### config.mk
export PLATFORM = sky130hd
export DESIGN_NAME = serial_subtractor_16bit
export DESIGN_NICKNAME = d
export VERILOG_FILES = /design/src/rtl/serial_subtractor_16bit_pkg.sv /design/src/rtl/serial_subtractor_16bit_sub_slice.sv /design/src/rtl/serial_subtractor_16bit.sv
export SDC_FILE = /design/constraint.sdc
export NUM_CORES = 1
export LEC_CHECK = 0
export CORE_MARGIN = 8
export CORE_UTILIZATION = 55
export DETAILED_ROUTE_END_ITERATION = 7
export DONT_BUFFER_PORTS = 1
export GPL_ROUTABILITY_DRIVEN = 0
export PLACE_DENSITY_LB_ADDON = 0.12
export SETUP_SLACK_MARGIN = 0.3
export SYNTH_ARGS = -nofsm -noshare
export SYNTH_HDL_FRONTEND = slang
export SYNTH_SLANG_ARGS = --single-unit
### constraint.sdc
create_clock -name clk -period 4 [get_ports clk]
set_input_delay 0.4 -clock clk [delete_from_list [all_inputs] [get_ports clk]]
set_output_delay 0.4 -clock clk [all_outputs]
set_load 0.005 [all_outputs]
### src/rtl/serial_subtractor_16bit_pkg.sv
// Shared arithmetic definitions: FSM state encoding, default datapath
// geometry and the signed-overflow rule used by the subtractor and ripple adder.
package serial_subtractor_16bit_pkg;

  localparam int DEFAULT_WIDTH = 16;
  localparam int DEFAULT_DIGIT = 4;

  typedef enum logic [1:0] {
    IDLE,
    RUN,
    DONE
  } state_e;

  // Subtraction overflows only when operand signs differ and the result sign
  // departs from the minuend; the adder calls this with b's sign inverted.
  function automatic logic calcOverflow(input logic aMsb,
                                        input logic bMsb,
                                        input logic diffMsb);
    return (aMsb != bMsb) && (diffMsb != aMsb);
  endfunction

endpackage

### src/rtl/serial_subtractor_16bit_sub_slice.sv
// One DIGIT-wide subtract slice: a + ~b + cin, with carry-out.
// The carry-out is the inverse of the slice borrow.
module serial_subtractor_16bit_sub_slice #(
  parameter int DIGIT = 4
) (
  input  logic [DIGIT-1:0] a_i,
  input  logic [DIGIT-1:0] b_i,
  input  logic             cin_i,
  output logic [DIGIT-1:0] diff_o,
  output logic             cout_o
);

  logic [DIGIT:0] sum;

  assign sum    = {1'b0, a_i} + {1'b0, ~b_i} + {{DIGIT{1'b0}}, cin_i};
  assign diff_o = sum[DIGIT-1:0];
  assign cout_o = sum[DIGIT];

endmodule

### src/rtl/serial_subtractor_16bit.sv
// Multi-cycle subtractor: diff = a - b - bin, one DIGIT slice per cycle,
// LSB slice first, with valid/ready handshakes on both sides.
module serial_subtractor_16bit
  import serial_subtractor_16bit_pkg::*;
#(
  parameter int WIDTH = DEFAULT_WIDTH,
  parameter int DIGIT = DEFAULT_DIGIT
) (
  input  logic             clk,
  input  logic             rst,
  input  logic             in_valid,
  output logic             in_ready,
  input  logic [WIDTH-1:0] a,
  input  logic [WIDTH-1:0] b,
  input  logic             bin,
  output logic             out_valid,
  input  logic             out_ready,
  output logic [WIDTH-1:0] diff,
  output logic             bout,
  output logic             overflow,
  output logic             zero
);

  localparam int STEPS = WIDTH / DIGIT;
  localparam int CNT_W = (STEPS > 1) ? $clog2(STEPS) : 1;
  localparam logic [CNT_W-1:0] LAST_SLICE = CNT_W'(STEPS - 1);

  state_e           state_q, state_d;
  logic [WIDTH-1:0] aOp_q, aOp_d;
  logic [WIDTH-1:0] bOp_q, bOp_d;
  logic [WIDTH-1:0] diff_q, diff_d;
  logic [CNT_W-1:0] sliceCnt_q, sliceCnt_d;
  logic             carry_q, carry_d;
  logic             bout_q, bout_d;
  logic             ovf_q, ovf_d;
  logic             zero_q, zero_d;

  logic [DIGIT-1:0] sliceA, sliceB, sliceDiff;
  logic             sliceCout;

  assign sliceA = aOp_q[int'(sliceCnt_q)*DIGIT +: DIGIT];
  assign sliceB = bOp_q[int'(sliceCnt_q)*DIGIT +: DIGIT];

  serial_subtractor_16bit_sub_slice #(
    .DIGIT (DIGIT)
  ) u_slice (
    .a_i    (sliceA),
    .b_i    (sliceB),
    .cin_i  (carry_q),
    .diff_o (sliceDiff),
    .cout_o (sliceCout)
  );

  always_comb begin
    state_d    = state_q;
    aOp_d      = aOp_q;
    bOp_d      = bOp_q;
    diff_d     = diff_q;
    sliceCnt_d = sliceCnt_q;
    carry_d    = carry_q;
    bout_d     = bout_q;
    ovf_d      = ovf_q;
    zero_d     = zero_q;

    case (state_q)
      IDLE: begin
        if (in_valid) begin
          aOp_d      = a;
          bOp_d      = b;
          carry_d    = ~bin;
          sliceCnt_d = '0;
          state_d    = RUN;
        end
      end
      RUN: begin
        diff_d[int'(sliceCnt_q)*DIGIT +: DIGIT] = sliceDiff;
        carry_d = sliceCout;
        // Flags are taken from the completed result, including this last slice.
        if (sliceCnt_q == LAST_SLICE) begin
          state_d = DONE;
          bout_d  = ~sliceCout;
          ovf_d   = calcOverflow(aOp_q[WIDTH-1], bOp_q[WIDTH-1], diff_d[WIDTH-1]);
          zero_d  = (diff_d == '0);
        end else begin
          sliceCnt_d = sliceCnt_q + 1'b1;
        end
      end
      DONE: begin
        if (out_ready) state_d = IDLE;
      end
      default: state_d = IDLE;
    endcase
  end

  always_ff @(posedge clk) begin
    if (rst) begin
      state_q    <= IDLE;
      aOp_q      <= '0;
      bOp_q      <= '0;
      diff_q     <= '0;
      sliceCnt_q <= '0;
      carry_q    <= 1'b0;
      bout_q     <= 1'b0;
      ovf_q      <= 1'b0;
      zero_q     <= 1'b0;
    end else begin
      state_q    <= state_d;
      aOp_q      <= aOp_d;
      bOp_q      <= bOp_d;
      diff_q     <= diff_d;
      sliceCnt_q <= sliceCnt_d;
      carry_q    <= carry_d;
      bout_q     <= bout_d;
      ovf_q      <= ovf_d;
      zero_q     <= zero_d;
    end
  end

  assign in_ready  = (state_q == IDLE);
  assign out_valid = (state_q == DONE);
  assign diff      = diff_q;
  assign bout      = bout_q;
  assign overflow  = ovf_q;
  assign zero      = zero_q;

endmodule

# Word level (Yosys, flattened, before mapping)
# Index checks and enable logic that the tools add are counted.
dict set report op_classes {
  order_cmp 0
  muxes 10
  bitwise 3
  shift 4
  mul 0
  eq_ne 9
  n_div 0
  add_sub_neg 4
  n_reduce_logical 9
}
# operator n
set ops {}
lappend ops {{4-bit negator with 33-bit output} 1}
lappend ops {{4-bit by 33-bit variable shift with 16-bit output, first input constant} 1}
lappend ops {{4-bit by 33-bit indexed part select with 16-bit output} 1}
lappend ops {{16-bit by 5-bit indexed part select with 4-bit output} 2}
lappend ops {{16-bit bitwise mux} 1}
lappend ops {{16-bit logical NOT} 1}
lappend ops {{2-bit two-way mux} 5}
lappend ops {{2-bit inequality test, second input constant} 3}
lappend ops {{2-bit case mux with 3 select lines} 1}
lappend ops {{2-bit AND reduction} 3}
lappend ops {{3-bit AND reduction} 2}
lappend ops {{4-bit by 4-bit adder with 5-bit output} 1}
lappend ops {{5-bit by 1-bit adder with 5-bit output} 1}
lappend ops {{2-bit == test, second input constant} 2}
lappend ops {{4-bit NOT} 1}
lappend ops {{2-bit case mux with 2 select lines} 1}
lappend ops {{2-bit by 1-bit adder with 2-bit output, second input constant} 1}
lappend ops {{2-bit by 1-bit == test with 1-bit output, second input constant} 1}
lappend ops {{2-bit logical NOT} 1}
lappend ops {{1-bit inequality test} 2}
lappend ops {{2-bit by 1-bit inequality test with 1-bit output, second input constant} 1}
lappend ops {{1-bit NOT} 2}
lappend ops {{1-bit case mux with 2 select lines} 1}
lappend ops {{2-bit nonzero test} 1}
lappend ops {{other kinds (2)} 2}
dict set report totals {
  rom_bits 0
  regBits 56
  latchBits 0
  ramBits 0
  n_memories 0
  in_bits 37
}

# Depth between registers and ports, before layout
dict set report depth {
  ltp_word 8
  depth_mapped 12
}

# Modules after synthesis
# Synthesis repeated with hierarchy kept, for this count alone.
dict set report unflattened {
  hier_cells 310
  area_unflattened_um2 2610.0
}
# mod cells_per_inst area_per_inst_um2 instances
set by_module_without_submodules {}
lappend by_module_without_submodules {serial_subtractor_16bit 291 2458.6 1}
lappend by_module_without_submodules {serial_subtractor_16bit_sub_slice 19 151.4 1}

# Worst setup path after synthesis
# OpenSTA, ideal clock, no wires.
dict set report synth_path {
  path_type {flip-flop to flip-flop}
  from {register sliceCnt_q[0]}
  to {register ovf_q, in the netlist overflow}
  path_slack_ns 1.127
  path_stages_with_launch 10
  setup_ns 0.079
  arrival_time_ns 2.794
  n_path_buf 2
  path_cell_list {dfxtp_1 -> buf_2 -> buf_2 -> mux4_2 -> fa_1 -> and3b_4 -> or3_4 -> a32oi_2 -> or3_2 -> a211oi_2}
}
dict set report synth_between {
  elab_chain_len 8
  word_cells_on_any_way 13
  classes_between {3 x add/sub; 2 x eq/ne; 4 x shift; 1 x mux; 1 x bitwise; 2 x reduce/logical}
}
# item line_no
set synth_lines {}
lappend synth_lines {{start, declared} serial_subtractor_16bit.sv:32} ;# logic [CNT_W-1:0] sliceCnt_q, sliceCnt_d;
lappend synth_lines {{start signal, assigned} serial_subtractor_16bit.sv:111} ;# sliceCnt_q <= sliceCnt_d;
lappend synth_lines {{16-bit by 5-bit indexed part select with 4-bit output} serial_subtractor_16bit.sv:42} ;# assign sliceB = bOp_q[int'(sliceCnt_q)*DIGIT +: DIGIT];
lappend synth_lines {{4-bit NOT} serial_subtractor_16bit_sub_slice.sv:15} ;# assign sum = {1'b0, a_i} + {1'b0, ~b_i} + {{DIGIT{1'b0}}, cin_i};
lappend synth_lines {{4-bit by 4-bit adder with 5-bit output} serial_subtractor_16bit_sub_slice.sv:15}
lappend synth_lines {{5-bit by 1-bit adder with 5-bit output} serial_subtractor_16bit_sub_slice.sv:15}
lappend synth_lines {{4-bit by 33-bit indexed part select with 16-bit output} serial_subtractor_16bit.sv:76} ;# diff_d[int'(sliceCnt_q)*DIGIT +: DIGIT] = sliceDiff;
lappend synth_lines {{16-bit bitwise mux} serial_subtractor_16bit.sv:76}
lappend synth_lines {{1-bit inequality test} serial_subtractor_16bit_pkg.sv:19} ;# return (aMsb != bMsb) && (diffMsb != aMsb);
lappend synth_lines {{1-bit logical AND} serial_subtractor_16bit_pkg.sv:19}
lappend synth_lines {{end signal, assigned} serial_subtractor_16bit.sv:114} ;# ovf_q <= ovf_d;
lappend synth_lines {{end, declared} serial_subtractor_16bit.sv:35} ;# logic ovf_q, ovf_d;
# Several ways; a longest one is shown, not always the timed one.
# A chain may end at the register's enable or synchronous reset.

# Final worst setup path
dict set report layout_path {
  from {register sliceCnt_q[0]}
  to {register zero_q, in the netlist zero}
}
dict set report layout_between {
  elab_chain_len 7
  word_cells_on_any_way 12
  classes_between {3 x add/sub; 1 x eq/ne; 4 x shift; 1 x mux; 1 x bitwise; 2 x reduce/logical}
}
# item line_no
set layout_lines {}
lappend layout_lines {{16-bit by 5-bit indexed part select with 4-bit output} serial_subtractor_16bit.sv:42}
lappend layout_lines {{4-bit NOT} serial_subtractor_16bit_sub_slice.sv:15}
lappend layout_lines {{4-bit by 4-bit adder with 5-bit output} serial_subtractor_16bit_sub_slice.sv:15}
lappend layout_lines {{5-bit by 1-bit adder with 5-bit output} serial_subtractor_16bit_sub_slice.sv:15}
lappend layout_lines {{4-bit by 33-bit indexed part select with 16-bit output} serial_subtractor_16bit.sv:76}
lappend layout_lines {{16-bit bitwise mux} serial_subtractor_16bit.sv:76}
lappend layout_lines {{16-bit logical NOT} serial_subtractor_16bit.sv:83} ;# zero_d = (diff_d == '0);
lappend layout_lines {{end signal, assigned} serial_subtractor_16bit.sv:115} ;# zero_q <= zero_d;
lappend layout_lines {{end, declared} serial_subtractor_16bit.sv:36} ;# logic zero_q, zero_d;
# Several ways; a longest one is shown, not always the timed one.

==> results.toml <==
[timing]
setup_viol = 0
fin_ws_ns = 0.789
maxSlewHeadroom_pct = 17.1
fin_crit_sh_pct = 80.3
worst_pin_slew_ns = 1.24
rsz0062_at_grt = "no"
hold_viol = 0
min_period_ns = 3.21
fin_tns_setup_ns = 0
max_freq_mhz = 311
maxSlewViolCount = 0
fin_skew_ns = 0.0107
holdWs_ns = 0.154

[worst_setup_path]
path_cells = "mux4_2, fa_1, inv_1, fa_1, o21ai_0, and3_1, o2111ai_1, o21ai_1"
crit_type = "reg -> reg"
required_ns = 4.24
cp-end-kind = "register"
worstPathMaxFanout = 20
critPathArrivalTime_ns = 3.45
cp-start-kind = "register"
cpPeakStageDelay_ns = 0.90
slowest_stage = "dfxtp_1"
cp_common_cell = "fa_1"

[detailed_routing]
via_per_inst = 5.87
final_antenna_net_count = 0
vias = 2067
drtIter0Drc = 110
drcViolationCount = 0
firstDrtPassIters = 4
avgRoutedWirePerCell_um = 16.5
drt_wl_total_mm = 5.80

[global_routing]
grt_first_pass_wirelength_mm = 9.79
grt_max_degree = 57
antenna_found_initial = 0
grt_overflow = 0
grtUsageTotal_pct = 16.4
grt_pass1_vias = 2043

[layout]
nNetsFinal = 345
antenna_cells = 0
drive_gt1_share_pct = 9.73
area_delta_synth_final_pct = 4.17
layout.cells.non_filler = 352

[yosys]
ys_async_sr_fraction_pct = 0
synth.distinct_cells = 44
synthFlopType = "dfxtp_1"
ys_ff_latch = 56
synth_area_mm2 = 0.00264
synth_edf_count = 0
yosys_warnings = 0
syn_inst = 306
synth_nets = 354
synth-seq-area-share_pct = 42.4
avgSynthCellArea_um2 = 8.64

[place]
dp.cells = 344
port_buffers = 0
dp_hpwl_mm = 4.17
dp_slack_ns = 0.852

[pwr]
p_int_w = 0.000802
seq_power_share_pct = 54.3
swShare_pct = 29.2
cellLeakagePower_nw = 0.994
pwr-share-clk_pct = 28.1
total_power_w = 0.00113
ir_drop_mv = 0.192
power_frac_comb_pct = 17.7
power_density_mw_per_mm2 = 412
power_switching_w = 0.000331

[die]
die_height_um = 85.3
start_util_pct = 56.3
ioPinCount = 58
die_w_um = 85.3
dieArea_mm2 = 0.00728
rows = 25
core_mm2 = 0.00469

[cts]
post_cts_resized = 0
numCtsBuffers = 5
clk_path_buf_depth = 2
clock_latency_ns = 0.31
post_cts_buffers = 0
postCtsHoldBufs = 0
clockRootBuffer = "clkbuf_8"
cts.sinks = 56
cts_max_level = 2
tritoncts = "yes"
clk_pin_slew_ns = 0.10

[run_status]
status = "complete, no violations"

[min_path]
hold_path_class = "in -> reg"

[job]
maxCapViolCount = 0
-- flip-flops by register name, summed over array words and instances (netlist names) --
signal / flops
aOp_q: 16
bOp_q: 16
diff: 16
sliceCnt_q: 2
state_q: 2
bout: 1
carry_q: 1
overflow: 1
zero: 1
-- logic make-up after synthesis --
group / after synthesis / share of synthesized area [%]
adders and majority gates: 11 / 5.78
AOI/OAI and AO/OA: 71 / 17.1
buffers and inverters: 29 / 4.21
xor gates and xnor gates: 1 / 0.331
muxes: 10 / 7.58
DFF: 56 / 42.4
and+or+nand+nor: 128 / 22.6
-- cell usage after synthesis (3+ instances only) --
cell | n | area (um^2)
nand3_1 | 3 | 15.0
ha_1 | 9 | 113
dfxtp_1 | 56 | 1120
nor2_1 | 27 | 101
a22oi_1 | 5 | 37.5
mux4_2 | 8 | 180
clkbuf_1 | 12 | 45.0
a32oi_1 | 7 | 61.3
buf_1 | 3 | 11.3
nor2b_1 | 3 | 18.8
inv_1 | 12 | 45.0
nor4b_1 | 4 | 35.0
a211oi_1 | 4 | 30.0
a21oi_1 | 41 | 205
nand2_1 | 72 | 270
nor3_1 | 4 | 20.0
-- cell usage in the layout (no fill, tap or decap), types with 4 or more instances in the layout --
cell type / instances
nand2_1: 72
dfxtp_1: 56
a21oi_1: 41
nor2_1: 27
inv_1: 12
ha_1: 9
mux4_2: 8
a32oi_1: 7
a22oi_1: 5
clkbuf_8: 5
a211oi_1: 4
nor3_1: 4
nor4b_1: 4
-- power by group through the flow --
stage	logic, W	clock network, W	registers [W]
final	0.000200	0.000318	0.000615
after global routing	0.000225	0.000353	0.000620
after CTS	0.000201	0.000331	0.000616
after detailed placement	0.000200	0	0.000629
after global placement	0.000196	0	0.000629
after floorplan	0.000173	0	0.000615
-- per-stage QoR --
| step | util, % | area [um^2] |
|---|---|---|
| floorplan | - | 2640 |
| global placement | 56.6 | 2660 |
| global route | 58.7 | 2750 |
| finish | 58.7 | 2750 |
| detailed placement | 56.6 | 2660 |
| CTS | 58.7 | 2750 |
-- critical path: cells and delay by family (launching register included) --
family / cells / cell delay (ns)
adder cells (fa/ha/maj): 2 / 0.93
flip-flops: 1 / 0.90
multiplexers: 1 / 0.61
AO/OA/AOI/OAI: 3 / 0.43
AND/OR/NAND/NOR: 1 / 0.18
buffers and inverters: 1 / 0.08
-- final timing paths --
kind	end	slack (ns)	cells after the start	from
max	zero$_SDFFE_PP0P_	0.79	8	sliceCnt_q[0]$_SDFFE_PP0P_
min	bout$_SDFFE_PP0P_	0.15	1	rst
max reg2reg	zero$_SDFFE_PP0P_	0.79	8	sliceCnt_q[0]$_SDFFE_PP0P_
min reg2reg	bOp_q[8]$_SDFFE_PP0P_	0.45	2	bOp_q[8]$_SDFFE_PP0P_
-- per-layer routing --
layer  routed length, um  up-vias  track usage (%)
li1                    -     1053                -
met1                2730      964             20.7
met2                2670       48             26.1
met3                 365        2             5.02
met4                  27        0             4.62
met5                   0        -                0
-- layout make-up --
type                    count  area (um^2)
clock buffers               5         68.8
clock inverters             3         26.3
fillers                   423         1940
inverters                  12         45.0
multi-input cells         221         1420
flip-flops and latches     56         1120
well taps                  54         67.6
repair buffers              1         7.51
Power figures use the tool's default switching activity.
